### src/rtl/load_store_unit_if.sv
// Data-memory bus between the load/store unit (master) and the memory (slave).
// One outstanding request; mem_ack completes it and qualifies mem_rdata.
interface load_store_unit_if;
   logic        mem_req;
   logic        mem_we;
   logic [31:0] mem_addr;
   logic [31:0] mem_wdata;
   logic [3:0]  mem_wstrb;
   logic        mem_ack;
   logic [31:0] mem_rdata;

   modport master (
      output mem_req, mem_we, mem_addr, mem_wdata, mem_wstrb,
      input  mem_ack, mem_rdata
   );

   modport slave (
      input  mem_req, mem_we, mem_addr, mem_wdata, mem_wstrb,
      output mem_ack, mem_rdata
   );
endinterface

### src/rtl/load_store_unit.sv
// RV32I load/store unit: one memory transaction per accepted instruction,
// with alignment/legality checks, ack timeout and register write-back.
module load_store_unit #(
   parameter int unsigned ACK_TIMEOUT = 255
) (
   input  logic                      clk,
   input  logic                      rst,
   input  logic                      in_valid,
   output logic                      in_ready,
   input  logic                      is_load,
   input  logic                      is_store,
   input  logic [2:0]                funct3,
   input  logic [31:0]               rs1_data,
   input  logic [31:0]               rs2_data,
   input  logic [31:0]               imm,
   input  logic [4:0]                rd_in,
   load_store_unit_if.master         mem,
   output logic                      reg_write,
   output logic [4:0]                rd,
   output logic [31:0]               rd_data,
   output logic                      fault,
   output logic [31:0]               fault_addr
);
   typedef enum logic [1:0] {IDLE, REQ, WB} state_t;

   localparam logic [15:0] TMO_LIMIT = 16'(ACK_TIMEOUT);

   state_t      state_reg, state_next;
   logic        mem_req_reg, mem_req_next;
   logic        mem_we_reg, mem_we_next;
   logic [31:0] mem_addr_reg, mem_addr_next;
   logic [31:0] mem_wdata_reg, mem_wdata_next;
   logic [3:0]  mem_wstrb_reg, mem_wstrb_next;
   logic        reg_write_reg, reg_write_next;
   logic [4:0]  rd_reg, rd_next;
   logic [31:0] rd_data_reg, rd_data_next;
   logic        fault_reg, fault_next;
   logic [31:0] fault_addr_reg, fault_addr_next;
   logic [15:0] tmo_cnt_reg, tmo_cnt_next;
   logic [31:0] ea_lat_reg, ea_lat_next;
   logic [2:0]  f3_lat_reg, f3_lat_next;
   logic        ld_lat_reg, ld_lat_next;
   logic [4:0]  rd_lat_reg, rd_lat_next;

   logic [31:0] ea;
   logic        accept;
   logic        illegal;
   logic        misaligned;
   logic [3:0]  byte_strb;
   logic [31:0] shifted;
   logic [31:0] load_val;
   logic        tmo_hit;

   assign ea     = rs1_data + imm;
   assign accept = in_valid && (is_load || is_store);

   assign illegal = (is_load && is_store)
                 || (is_load  && (funct3 == 3'b011 || funct3 == 3'b110 || funct3 == 3'b111))
                 || (is_store && !(funct3 == 3'b000 || funct3 == 3'b001 || funct3 == 3'b010));

   // funct3[1:0] encodes width for both loads and stores (00 byte, 01 half, 10 word)
   assign misaligned = ((funct3[1:0] == 2'b01) && ea[0])
                    || ((funct3[1:0] == 2'b10) && (ea[1:0] != 2'b00));

   genvar gi;
   generate
      for (gi = 0; gi < 4; gi++) begin : g_byte_strb
         assign byte_strb[gi] = (ea[1:0] == 2'(gi));
      end
   endgenerate

   assign shifted = mem.mem_rdata >> {ea_lat_reg[1:0], 3'b000};

   always_comb begin
      load_val = mem.mem_rdata;
      case (f3_lat_reg)
         3'b000:  load_val = {{24{shifted[7]}}, shifted[7:0]};
         3'b001:  load_val = {{16{shifted[15]}}, shifted[15:0]};
         3'b100:  load_val = {24'd0, shifted[7:0]};
         3'b101:  load_val = {16'd0, shifted[15:0]};
         default: load_val = mem.mem_rdata;
      endcase
   end

   assign tmo_hit = (TMO_LIMIT != 16'd0) && (tmo_cnt_reg == TMO_LIMIT - 16'd1);

   always_comb begin
      state_next      = state_reg;
      mem_req_next    = mem_req_reg;
      mem_we_next     = mem_we_reg;
      mem_addr_next   = mem_addr_reg;
      mem_wdata_next  = mem_wdata_reg;
      mem_wstrb_next  = mem_wstrb_reg;
      reg_write_next  = 1'b0;
      rd_next         = rd_reg;
      rd_data_next    = rd_data_reg;
      fault_next      = 1'b0;
      fault_addr_next = fault_addr_reg;
      tmo_cnt_next    = tmo_cnt_reg;
      ea_lat_next     = ea_lat_reg;
      f3_lat_next     = f3_lat_reg;
      ld_lat_next     = ld_lat_reg;
      rd_lat_next     = rd_lat_reg;

      case (state_reg)
         IDLE: begin
            if (accept) begin
               if (illegal || misaligned) begin
                  fault_next      = 1'b1;
                  fault_addr_next = ea;
               end else begin
                  state_next     = REQ;
                  mem_req_next   = 1'b1;
                  mem_addr_next  = {ea[31:2], 2'b00};
                  mem_we_next    = is_store;
                  mem_wdata_next = rs2_data;
                  mem_wstrb_next = 4'b0000;
                  if (is_store) begin
                     case (funct3[1:0])
                        2'b00: begin
                           mem_wstrb_next = byte_strb;
                           mem_wdata_next = {4{rs2_data[7:0]}};
                        end
                        2'b01: begin
                           mem_wstrb_next = ea[1] ? 4'b1100 : 4'b0011;
                           mem_wdata_next = {2{rs2_data[15:0]}};
                        end
                        default: mem_wstrb_next = 4'b1111;
                     endcase
                  end
                  tmo_cnt_next = 16'd0;
                  ea_lat_next  = ea;
                  f3_lat_next  = funct3;
                  ld_lat_next  = is_load;
                  rd_lat_next  = rd_in;
               end
            end
         end
         REQ: begin
            // An ack in the limit cycle takes priority over the timeout
            if (mem.mem_ack) begin
               mem_req_next   = 1'b0;
               mem_we_next    = 1'b0;
               mem_wstrb_next = 4'b0000;
               tmo_cnt_next   = 16'd0;
               if (ld_lat_reg) begin
                  state_next     = WB;
                  rd_data_next   = load_val;
                  rd_next        = rd_lat_reg;
                  reg_write_next = (rd_lat_reg != 5'd0);
               end else begin
                  state_next = IDLE;
               end
            end else if (tmo_hit) begin
               mem_req_next    = 1'b0;
               mem_we_next     = 1'b0;
               mem_wstrb_next  = 4'b0000;
               tmo_cnt_next    = 16'd0;
               fault_next      = 1'b1;
               fault_addr_next = ea_lat_reg;
               state_next      = IDLE;
            end else begin
               tmo_cnt_next = tmo_cnt_reg + 16'd1;
            end
         end
         WB: begin
            state_next = IDLE;
         end
         default: state_next = IDLE;
      endcase
   end

   always_ff @(posedge clk or posedge rst) begin
      if (rst) begin
         state_reg      <= IDLE;
         mem_req_reg    <= 1'b0;
         mem_we_reg     <= 1'b0;
         mem_addr_reg   <= 32'd0;
         mem_wdata_reg  <= 32'd0;
         mem_wstrb_reg  <= 4'd0;
         reg_write_reg  <= 1'b0;
         rd_reg         <= 5'd0;
         rd_data_reg    <= 32'd0;
         fault_reg      <= 1'b0;
         fault_addr_reg <= 32'd0;
         tmo_cnt_reg    <= 16'd0;
         ea_lat_reg     <= 32'd0;
         f3_lat_reg     <= 3'd0;
         ld_lat_reg     <= 1'b0;
         rd_lat_reg     <= 5'd0;
      end else begin
         state_reg      <= state_next;
         mem_req_reg    <= mem_req_next;
         mem_we_reg     <= mem_we_next;
         mem_addr_reg   <= mem_addr_next;
         mem_wdata_reg  <= mem_wdata_next;
         mem_wstrb_reg  <= mem_wstrb_next;
         reg_write_reg  <= reg_write_next;
         rd_reg         <= rd_next;
         rd_data_reg    <= rd_data_next;
         fault_reg      <= fault_next;
         fault_addr_reg <= fault_addr_next;
         tmo_cnt_reg    <= tmo_cnt_next;
         ea_lat_reg     <= ea_lat_next;
         f3_lat_reg     <= f3_lat_next;
         ld_lat_reg     <= ld_lat_next;
         rd_lat_reg     <= rd_lat_next;
      end
   end

   assign in_ready      = (state_reg == IDLE);
   assign mem.mem_req   = mem_req_reg;
   assign mem.mem_we    = mem_we_reg;
   assign mem.mem_addr  = mem_addr_reg;
   assign mem.mem_wdata = mem_wdata_reg;
   assign mem.mem_wstrb = mem_wstrb_reg;
   assign reg_write     = reg_write_reg;
   assign rd            = rd_reg;
   assign rd_data       = rd_data_reg;
   assign fault         = fault_reg;
   assign fault_addr    = fault_addr_reg;
endmodule
### src/flat_wrapper.sv
// flat-port wrapper written by rule: the top's interface ports become plain ports
module load_store_unit_flat 
#(
   parameter int unsigned ACK_TIMEOUT = 255
)
  (clk, rst, in_valid, in_ready, is_load, is_store, funct3, rs1_data, rs2_data, imm, rd_in, reg_write, rd, rd_data, fault, fault_addr, mem_mem_req, mem_mem_we, mem_mem_addr, mem_mem_wdata, mem_mem_wstrb, mem_mem_ack, mem_mem_rdata);
  load_store_unit_if mem_i ();
  input  logic clk;
  input  logic rst;
  input  logic in_valid;
  output logic in_ready;
  input  logic is_load;
  input  logic is_store;
  input  logic [2:0] funct3;
  input  logic [31:0] rs1_data;
  input  logic [31:0] rs2_data;
  input  logic [31:0] imm;
  input  logic [4:0] rd_in;
  output logic reg_write;
  output logic [4:0] rd;
  output logic [31:0] rd_data;
  output logic fault;
  output logic [31:0] fault_addr;
  output wire logic [$bits(mem_i.mem_req)-1:0] mem_mem_req;
  output wire logic [$bits(mem_i.mem_we)-1:0] mem_mem_we;
  output wire logic [$bits(mem_i.mem_addr)-1:0] mem_mem_addr;
  output wire logic [$bits(mem_i.mem_wdata)-1:0] mem_mem_wdata;
  output wire logic [$bits(mem_i.mem_wstrb)-1:0] mem_mem_wstrb;
  input wire logic [$bits(mem_i.mem_ack)-1:0] mem_mem_ack;
  input wire logic [$bits(mem_i.mem_rdata)-1:0] mem_mem_rdata;
  assign mem_mem_req = mem_i.mem_req;
  assign mem_mem_we = mem_i.mem_we;
  assign mem_mem_addr = mem_i.mem_addr;
  assign mem_mem_wdata = mem_i.mem_wdata;
  assign mem_mem_wstrb = mem_i.mem_wstrb;
  assign mem_i.mem_ack = mem_mem_ack;
  assign mem_i.mem_rdata = mem_mem_rdata;
  load_store_unit #(.ACK_TIMEOUT(ACK_TIMEOUT)) u_core (.clk(clk), .rst(rst), .in_valid(in_valid), .in_ready(in_ready), .is_load(is_load), .is_store(is_store), .funct3(funct3), .rs1_data(rs1_data), .rs2_data(rs2_data), .imm(imm), .rd_in(rd_in), .mem(mem_i), .reg_write(reg_write), .rd(rd), .rd_data(rd_data), .fault(fault), .fault_addr(fault_addr));
endmodule
### config.mk
export PLATFORM = sky130hd
export DESIGN_NAME = load_store_unit_flat
export DESIGN_NICKNAME = d
export VERILOG_FILES = /design/src/rtl/load_store_unit_if.sv /design/src/rtl/load_store_unit.sv /design/src/flat_wrapper.sv
export SDC_FILE = /design/constraint.sdc
export NUM_CORES = 1
export LEC_CHECK = 0
export CAP_MARGIN = 20
export CORE_ASPECT_RATIO = 1.1
export CORE_MARGIN = 2
export CORE_UTILIZATION = 40
export DETAILED_ROUTE_END_ITERATION = 6
export GPL_ROUTABILITY_DRIVEN = 0
export PLACE_DENSITY = 0.82
export SYNTH_ARGS = -nofsm -noshare
export SYNTH_HDL_FRONTEND = slang
export SYNTH_SLANG_ARGS = --single-unit
### constraint.sdc
create_clock -name clk -period 10.1 [get_ports clk]
set_clock_uncertainty 0.05 [all_clocks]
set_input_delay 1.515 -clock clk [delete_from_list [all_inputs] [get_ports clk]]
set_output_delay 1.515 -clock clk [all_outputs]
set_load 0.01 [all_outputs]
==> flow_summary.yaml, run 1 <==
worst_setup_path:
  cp_data_required_time_ns: 10.33
  critPathLaunchType: "primary input"
  rrSetupSlack_ns: 7.08
  rr_worst_depth: 10
  path_class: "primary input to flop"
  r2r_end: "u_core.fault_addr[18]"
  worstPathMaxFanout: 35
  crit_arrival_ns: 5.08
  end_kind: "flop"
  reg2reg_from: "u_core.tmo_cnt_reg[0]"
finish:
  drive_above_1_share: 0.0536
  syn_to_final_growth_pct: 36.0
  n_fill_cell: 2077
  layout.nets: 1525
pwr:
  switching_power_w: 0.00101
  p_leak_nw: 5.66
  total_power_w: 0.00297
  p_int_w: 0.00196
  combPwrFrac: 0.390
  ir_drop_v: 0.000107
  switching_share: 0.341
  pwr-share-clk: 0.250
  power.density_mw_per_mm2: 229
  seqPwrFrac: 0.361
synthesis:
  synth_top_area_cell: "dfrtp_1"
  yosysSeqAreaShare: 0.440
  yosysWarnings: 0
  ys_types: 66
  synthCells: 1129
  syn_area_mm2: 0.00955
  synth-main-ff-cell: "dfrtp_1"
  synth_top_cell_area_share: 0.440
  synth_seq_cells: 168
  synth_edf_count: 0
  synth.area.top_cells: "dfrtp_1, nand2_1, nor2_1"
  ys_async_sr_fraction: 1.00
  avgSynthCellArea_um2: 8.46
sta:
  hold_viol_final: 0
  tightest_slew_ns: 0.989
  max_freq_mhz: 206
  setup_violations: 0
  fin_setup_tns_ns: 0
  relSlewSlack: 0.340
  finalCritPeriodShare: 0.480
  maxSlewViolCount: 0
  period_minus_slack_ns: 4.85
  rsz0062_at_grt: "false"
clock_tree:
  clock-sinks: 168
  cts_setup_buffers: 0
  root_buffer: "clkbuf_16"
  ctsLongestPathBuffers: 2
  cts_buffers: 17
  clk_pin_slew_ns: 0.07
  cts_hold_buf: 0
  cts_tree: "done"
  htree_levels: 4
  clock_latency_ns: 0.43
  post_cts_resized: 0
min_path:
  hold_start: "u_core.mem.mem_wdata[24]"
  min_to: "u_core.mem.mem_wdata[24]"
  hold_path_depth: 2
  hp-class: "flop to flop"
global_routing:
  grt_max_degree: 96
  grt_pass1_wl_um: 43900
  grt-ovfl-total: 0
  grt_pass1_vias: 8328
  globalRouteTotalUtil: 0.221
  antenna_found_initial: 2
floorplanning:
  die-width_um: 151
  start_util: 0.406
  coreArea_mm2: 0.0235
  die_area_mm2: 0.0251
  rows: 59
  die_y_um: 166
  ioPinCount: 284
placed_design:
  port_buffers: 281
  dp_hpwl_um: 20800
flow_run:
  max_cap_violations: 0
outcome:
  status: "complete, no violations"
routing:
  ant_nets: 0
  wl_per_cell_um: 16.9
  wl_met1_um: 11400
  met2_length_um: 13800
  drcViolationCount: 0
  drtPass1Iterations: 7
  avgViaCountPerCell: 5.35
  met3_length_um: 2020
  top_layer_used: "met4"
  drt-total-wl_um: 28200
  drtIter0Drc: 516
  vias: 8930
cell families after synthesis:
logic type	count (synthesis)	synth area share
DFF	168	0.440
other	1	0.000393
muxes	15	0.0166
AOI/OAI and AO/OA	296	0.192
buffers and inverters	107	0.0633
and+or+nand+nor	469	0.207
xor gates and xnor gates	39	0.0358
adders and majority gates	34	0.0453
metrics by stage:
| step | cell area [um^2] | hold slack, ns | util | worst slack [ns] | cells |
|---|---|---|---|---|---|
| detailed placement | 12300 | 0.411 | 0.522 | 4.81 | 1634 |
| floorplan | 9550 | 0.395 | - | 3.99 | 1130 |
| global placement | 12300 | 0.407 | 0.522 | 4.92 | 1634 |
| CTS | 13000 | 0.428 | 0.550 | 5.25 | 1666 |
| global route | 13000 | 0.457 | 0.552 | 5.06 | 1668 |
| finish | 13000 | 0.424 | 0.552 | 5.25 | 1669 |
cell usage after synthesis, types with 3 or more instances:
| cell | number |
|---|---|
| o31ai_1 | 20 |
| nor3_1 | 8 |
| nand3_1 | 14 |
| ha_1 | 33 |
| and3_1 | 3 |
| nand4_1 | 8 |
| or2_2 | 4 |
| o21ai_0 | 81 |
| nand2_1 | 262 |
| buf_2 | 9 |
| xnor2_1 | 14 |
| nor2_1 | 124 |
| o21bai_1 | 5 |
| a21oi_1 | 91 |
| xor2_1 | 25 |
| a21oi_2 | 4 |
| or3_1 | 4 |
| clkbuf_1 | 39 |
| dfrtp_1 | 168 |
| a211oi_1 | 12 |
| nand2b_1 | 14 |
| inv_1 | 15 |
| mux2_2 | 7 |
| buf_4 | 34 |
| clkbuf_8 | 6 |
| o211ai_1 | 4 |
| a21o_1 | 11 |
| o22ai_1 | 8 |
| nor2b_1 | 14 |
| mux2i_1 | 8 |
| o21a_1 | 7 |
| a31oi_1 | 22 |
| o311ai_0 | 6 |
how the worst max path moves through the flow:
stage | startpoint | endpoint | slack [ns] | cells after the start
floorplan | rst | u_core.ea_lat_reg[0] | 3.99 | 1
global placement | imm[0] | u_core.fault_addr[18] | 4.92 | 12
detailed placement | imm[0] | u_core.fault_addr[18] | 4.81 | 12
CTS | imm[0] | u_core.fault_addr[18] | 5.25 | 12
global route | imm[0] | u_core.fault_addr[31] | 5.06 | 11
finish | imm[0] | u_core.fault_addr[18] | 5.25 | 12
power by group through the flow:
| stage | sequential, W | combinational, W | clock, W |
|---|---|---|---|
| floorplan | 0.00111 | 0.000552 | 0 |
| global placement | 0.00108 | 0.00113 | 0 |
| detailed placement | 0.00108 | 0.00116 | 0 |
| CTS | 0.00107 | 0.00116 | 0.000755 |
| global route | 0.00110 | 0.00126 | 0.000782 |
| finish | 0.00107 | 0.00116 | 0.000742 |
routing by layer:
| metal | vias to the layer above | GRT usage |
|---|---|---|
| met5 | - | 0 |
| met4 | 0 | 0.0926 |
| met3 | 62 | 0.0492 |
| met2 | 339 | 0.364 |
| met1 | 4243 | 0.279 |
| li1 | 4286 | - |
critical path, cell delays in order:
cell             delay [ns]
clkdlybuf4s50_1        0.50
ha_1                   0.17
inv_1                  0.06
fa_1                   0.64
nand3_1                0.14
a31oi_1                0.26
nor4_2                 0.12
a21oi_2                0.65
inv_2                  0.49
and3_1                 0.33
a21oi_1                0.10
o21ai_0                0.10
layout by cell type, fill, tap and decap left out, drive strengths merged, types with 5 or more instances in the layout:
cell / netlist / layout
ha: 33 / 33
nor2: 124 / 124
bufinv: 0 / 5
a31oi: 24 / 24
xor2: 25 / 25
a211oi: 12 / 12
nor2b: 14 / 14
nand3: 14 / 14
nand2: 262 / 262
o311ai: 7 / 7
dfrtp: 168 / 168
o22ai: 8 / 8
nand2b: 14 / 14
nand4: 8 / 8
clkdlybuf4s50: 0 / 281
o21a: 7 / 7
clkbuf: 46 / 18
xnor2: 14 / 14
nor3: 8 / 8
a21oi: 95 / 95
inv: 16 / 22
o21ai: 83 / 83
o31ai: 20 / 20
o21bai: 5 / 5
mux2: 7 / 7
a21o: 11 / 11
mux2i: 8 / 8
buf: 45 / 10
cell type report:
class / instances / area (um^2) / area share
multi-input cells: 855 / 4760 / 0.366
clock buffers: 18 / 439 / 0.0338
well taps: 305 / 382 / 0.0294
inverters: 16 / 65.1 / 0.00501
repair buffers: 291 / 2910 / 0.224
diodes: 2 / 5.00 / 0.000385
flip-flops and latches: 168 / 4200 / 0.324
clock inverters: 14 / 233 / 0.0179
No activity file was read; power rests on OpenSTA's default activity.
==> run 2, diff against run 1 <==
==> constraint.sdc (replaced) <==
create_clock -name clk -period 5 [get_ports clk]
set_clock_uncertainty 0.05 [all_clocks]
set_input_delay 0.75 -clock clk [delete_from_list [all_inputs] [get_ports clk]]
set_output_delay 0.75 -clock clk [all_outputs]
set_load 0.01 [all_outputs]
==> flow_summary.yaml, run 2 (synthesis results as in run 1) <==
outcome:
  status: "complete, no violations"
worst_setup_path:
  rr_worst_depth: 10
  worstPathMaxFanout: 12
  critical_path.max_stage_delay_ns: 0.63
  critPathLaunchType: "primary input"
  r2r_end: "u_core.fault_addr[27]"
  crit_chain: "clkdlybuf4s50_1 > ha_1 > inv_1 > fa_1 > nand3_1 > a311oi_1 > o21bai_1 > or3_1 > or3_1 > a21oi_1"
  path_class: "primary input to flop"
  crit_end: "u_core.tmo_cnt_reg[10]"
  slowest_stage: "fa_1"
  cp_data_required_time_ns: 5.29
  reg2reg_from: "u_core.tmo_cnt_reg[0]"
  crit_arrival_ns: 4.18
  crit_path_frequent_cell: "or3_1"
  startpoint: "rs1_data[0]"
  end_kind: "flop"
  rrSetupSlack_ns: 1.99
routing:
  drt-total-wl_um: 29000
  wl_per_cell_um: 17.4
  drtIter0Drc: 496
  ant_nets: 0
  vias: 8969
  drcViolationCount: 0
  avgViaCountPerCell: 5.36
  drtPass1Iterations: 5
clock_tree:
  clock_latency_ns: 0.43
  htree_levels: 4
  cts_buffers: 17
  root_buffer: "clkbuf_16"
  ctsLongestPathBuffers: 2
  post_cts_resized: 0
  cts_setup_buffers: 0
  clk_pin_slew_ns: 0.08
  clock-sinks: 168
  cts_tree: "done"
  cts_hold_buf: 0
global_routing:
  antenna_found_initial: 2
  grt-ovfl-total: 0
  grt_max_degree: 71
  globalRouteTotalUtil: 0.230
  grt_pass1_wl_um: 45800
  grt_pass1_vias: 8665
finish:
  layout.nets: 1529
  n_fill_cell: 2118
  multi_input_area_mm2: 0.00476
  drive_above_1_share: 0.0564
  syn_to_final_growth_pct: 35.8
  layout_commonest_cell: "clkdlybuf4s50_1"
  seqCellArea_mm2: 0.00420
  final_cell_mix: "clkdlybuf4s50_1, nand2_1, dfrtp_1"
floorplanning:
  ioPinCount: 284
  rows: 59
  die_y_um: 166
  die_area_mm2: 0.0251
  start_util: 0.406
  coreArea_mm2: 0.0235
  die-width_um: 151
sta:
  fin_hold_ws_ns: 0.429
  finalCritPeriodShare: 0.778
  max_freq_mhz: 257
  hold_viol_final: 0
  tightest_slew_ns: 0.950
  setup_violations: 0
  rsz0062_at_grt: "false"
  fin_setup_tns_ns: 0
  period_minus_slack_ns: 3.89
  relSlewSlack: 0.366
  maxSlewViolCount: 0
flow_run:
  max_cap_violations: 0
min_path:
  hp-class: "flop to flop"
  hold_path_depth: 2
placed_design:
  port_buffers: 281
  dp_hpwl_um: 21300
pwr:
  p_leak_nw: 5.64
  ir_drop_v: 0.000266
  power.density_mw_per_mm2: 453
-- run 2: cell count changes in the layout (fill, tap and decap cells not counted) --
cell	change
diode_2	-1
bufinv_16	-4
clkinvlp_4	+3
clkinv_8	+3
inv_8	+1
clkbuf_8	-1
buf_4	+2
buf_16	-1
buf_12	+3
clkinv_4	-2
-- run 2: where the power goes --
group	leakage (nW)	internal [W]	switching, W
sequential	2.08	0.00181	0.000362
combinational	3.28	0.00124	0.00112
clock	0.286	0.000717	0.000633
total	5.64	0.00377	0.00211
-- run 2: worst min-delay path by stage --
stage                                        from                      end  slack [ns]
final                           u_core.rd_data[8]        u_core.rd_data[8]        0.43
after global routing      u_core.mem.mem_wdata[5]  u_core.mem.mem_wdata[5]        0.46
after CTS                 u_core.mem.mem_wdata[5]  u_core.mem.mem_wdata[5]        0.43
after detailed placement  u_core.mem.mem_wdata[5]  u_core.mem.mem_wdata[5]        0.41
after global placement    u_core.mem.mem_wdata[0]  u_core.mem.mem_wdata[0]        0.41
after floorplan                 u_core.ld_lat_reg        u_core.ld_lat_reg        0.40
-- run 2: worst max-delay path: cells and delay by family --
family / cells / cell delay [ns]
compound gates: 3 / 1.19
buf+inv: 2 / 0.52
fa+ha+maj: 2 / 0.79
simple gates: 3 / 0.92
-- run 2: area by class of cell --
type	count	share of cell area
antenna	1	0.000193
clock buffer	17	0.0328
clock inverter	15	0.0138
inverter	16	0.00492
multi-input combinational	855	0.367
sequential	168	0.324
tap	305	0.0294
timing repair buffer	295	0.228
-- run 2: through the flow --
step                      area (um^2)  power [W]  setup slack, ns   util  instances
after floorplan                  9560    0.00335             1.98      -       1130
after global placement          12400    0.00447            0.852  0.525       1639
after detailed placement        12400    0.00454            0.704  0.525       1639
after CTS                       13000    0.00591             1.14  0.551       1671
after global routing            13000    0.00623            0.894  0.551       1672
final                           13000    0.00588             1.11  0.551       1672
-- run 2: layer usage --
| metal | global-route usage | routed length, um |
|---|---|---|
| met4 | 0.0780 | 826 |
| met5 | 0 | 0 |
| met3 | 0.0448 | 2020 |
| met2 | 0.390 | 14300 |
| met1 | 0.292 | 11900 |
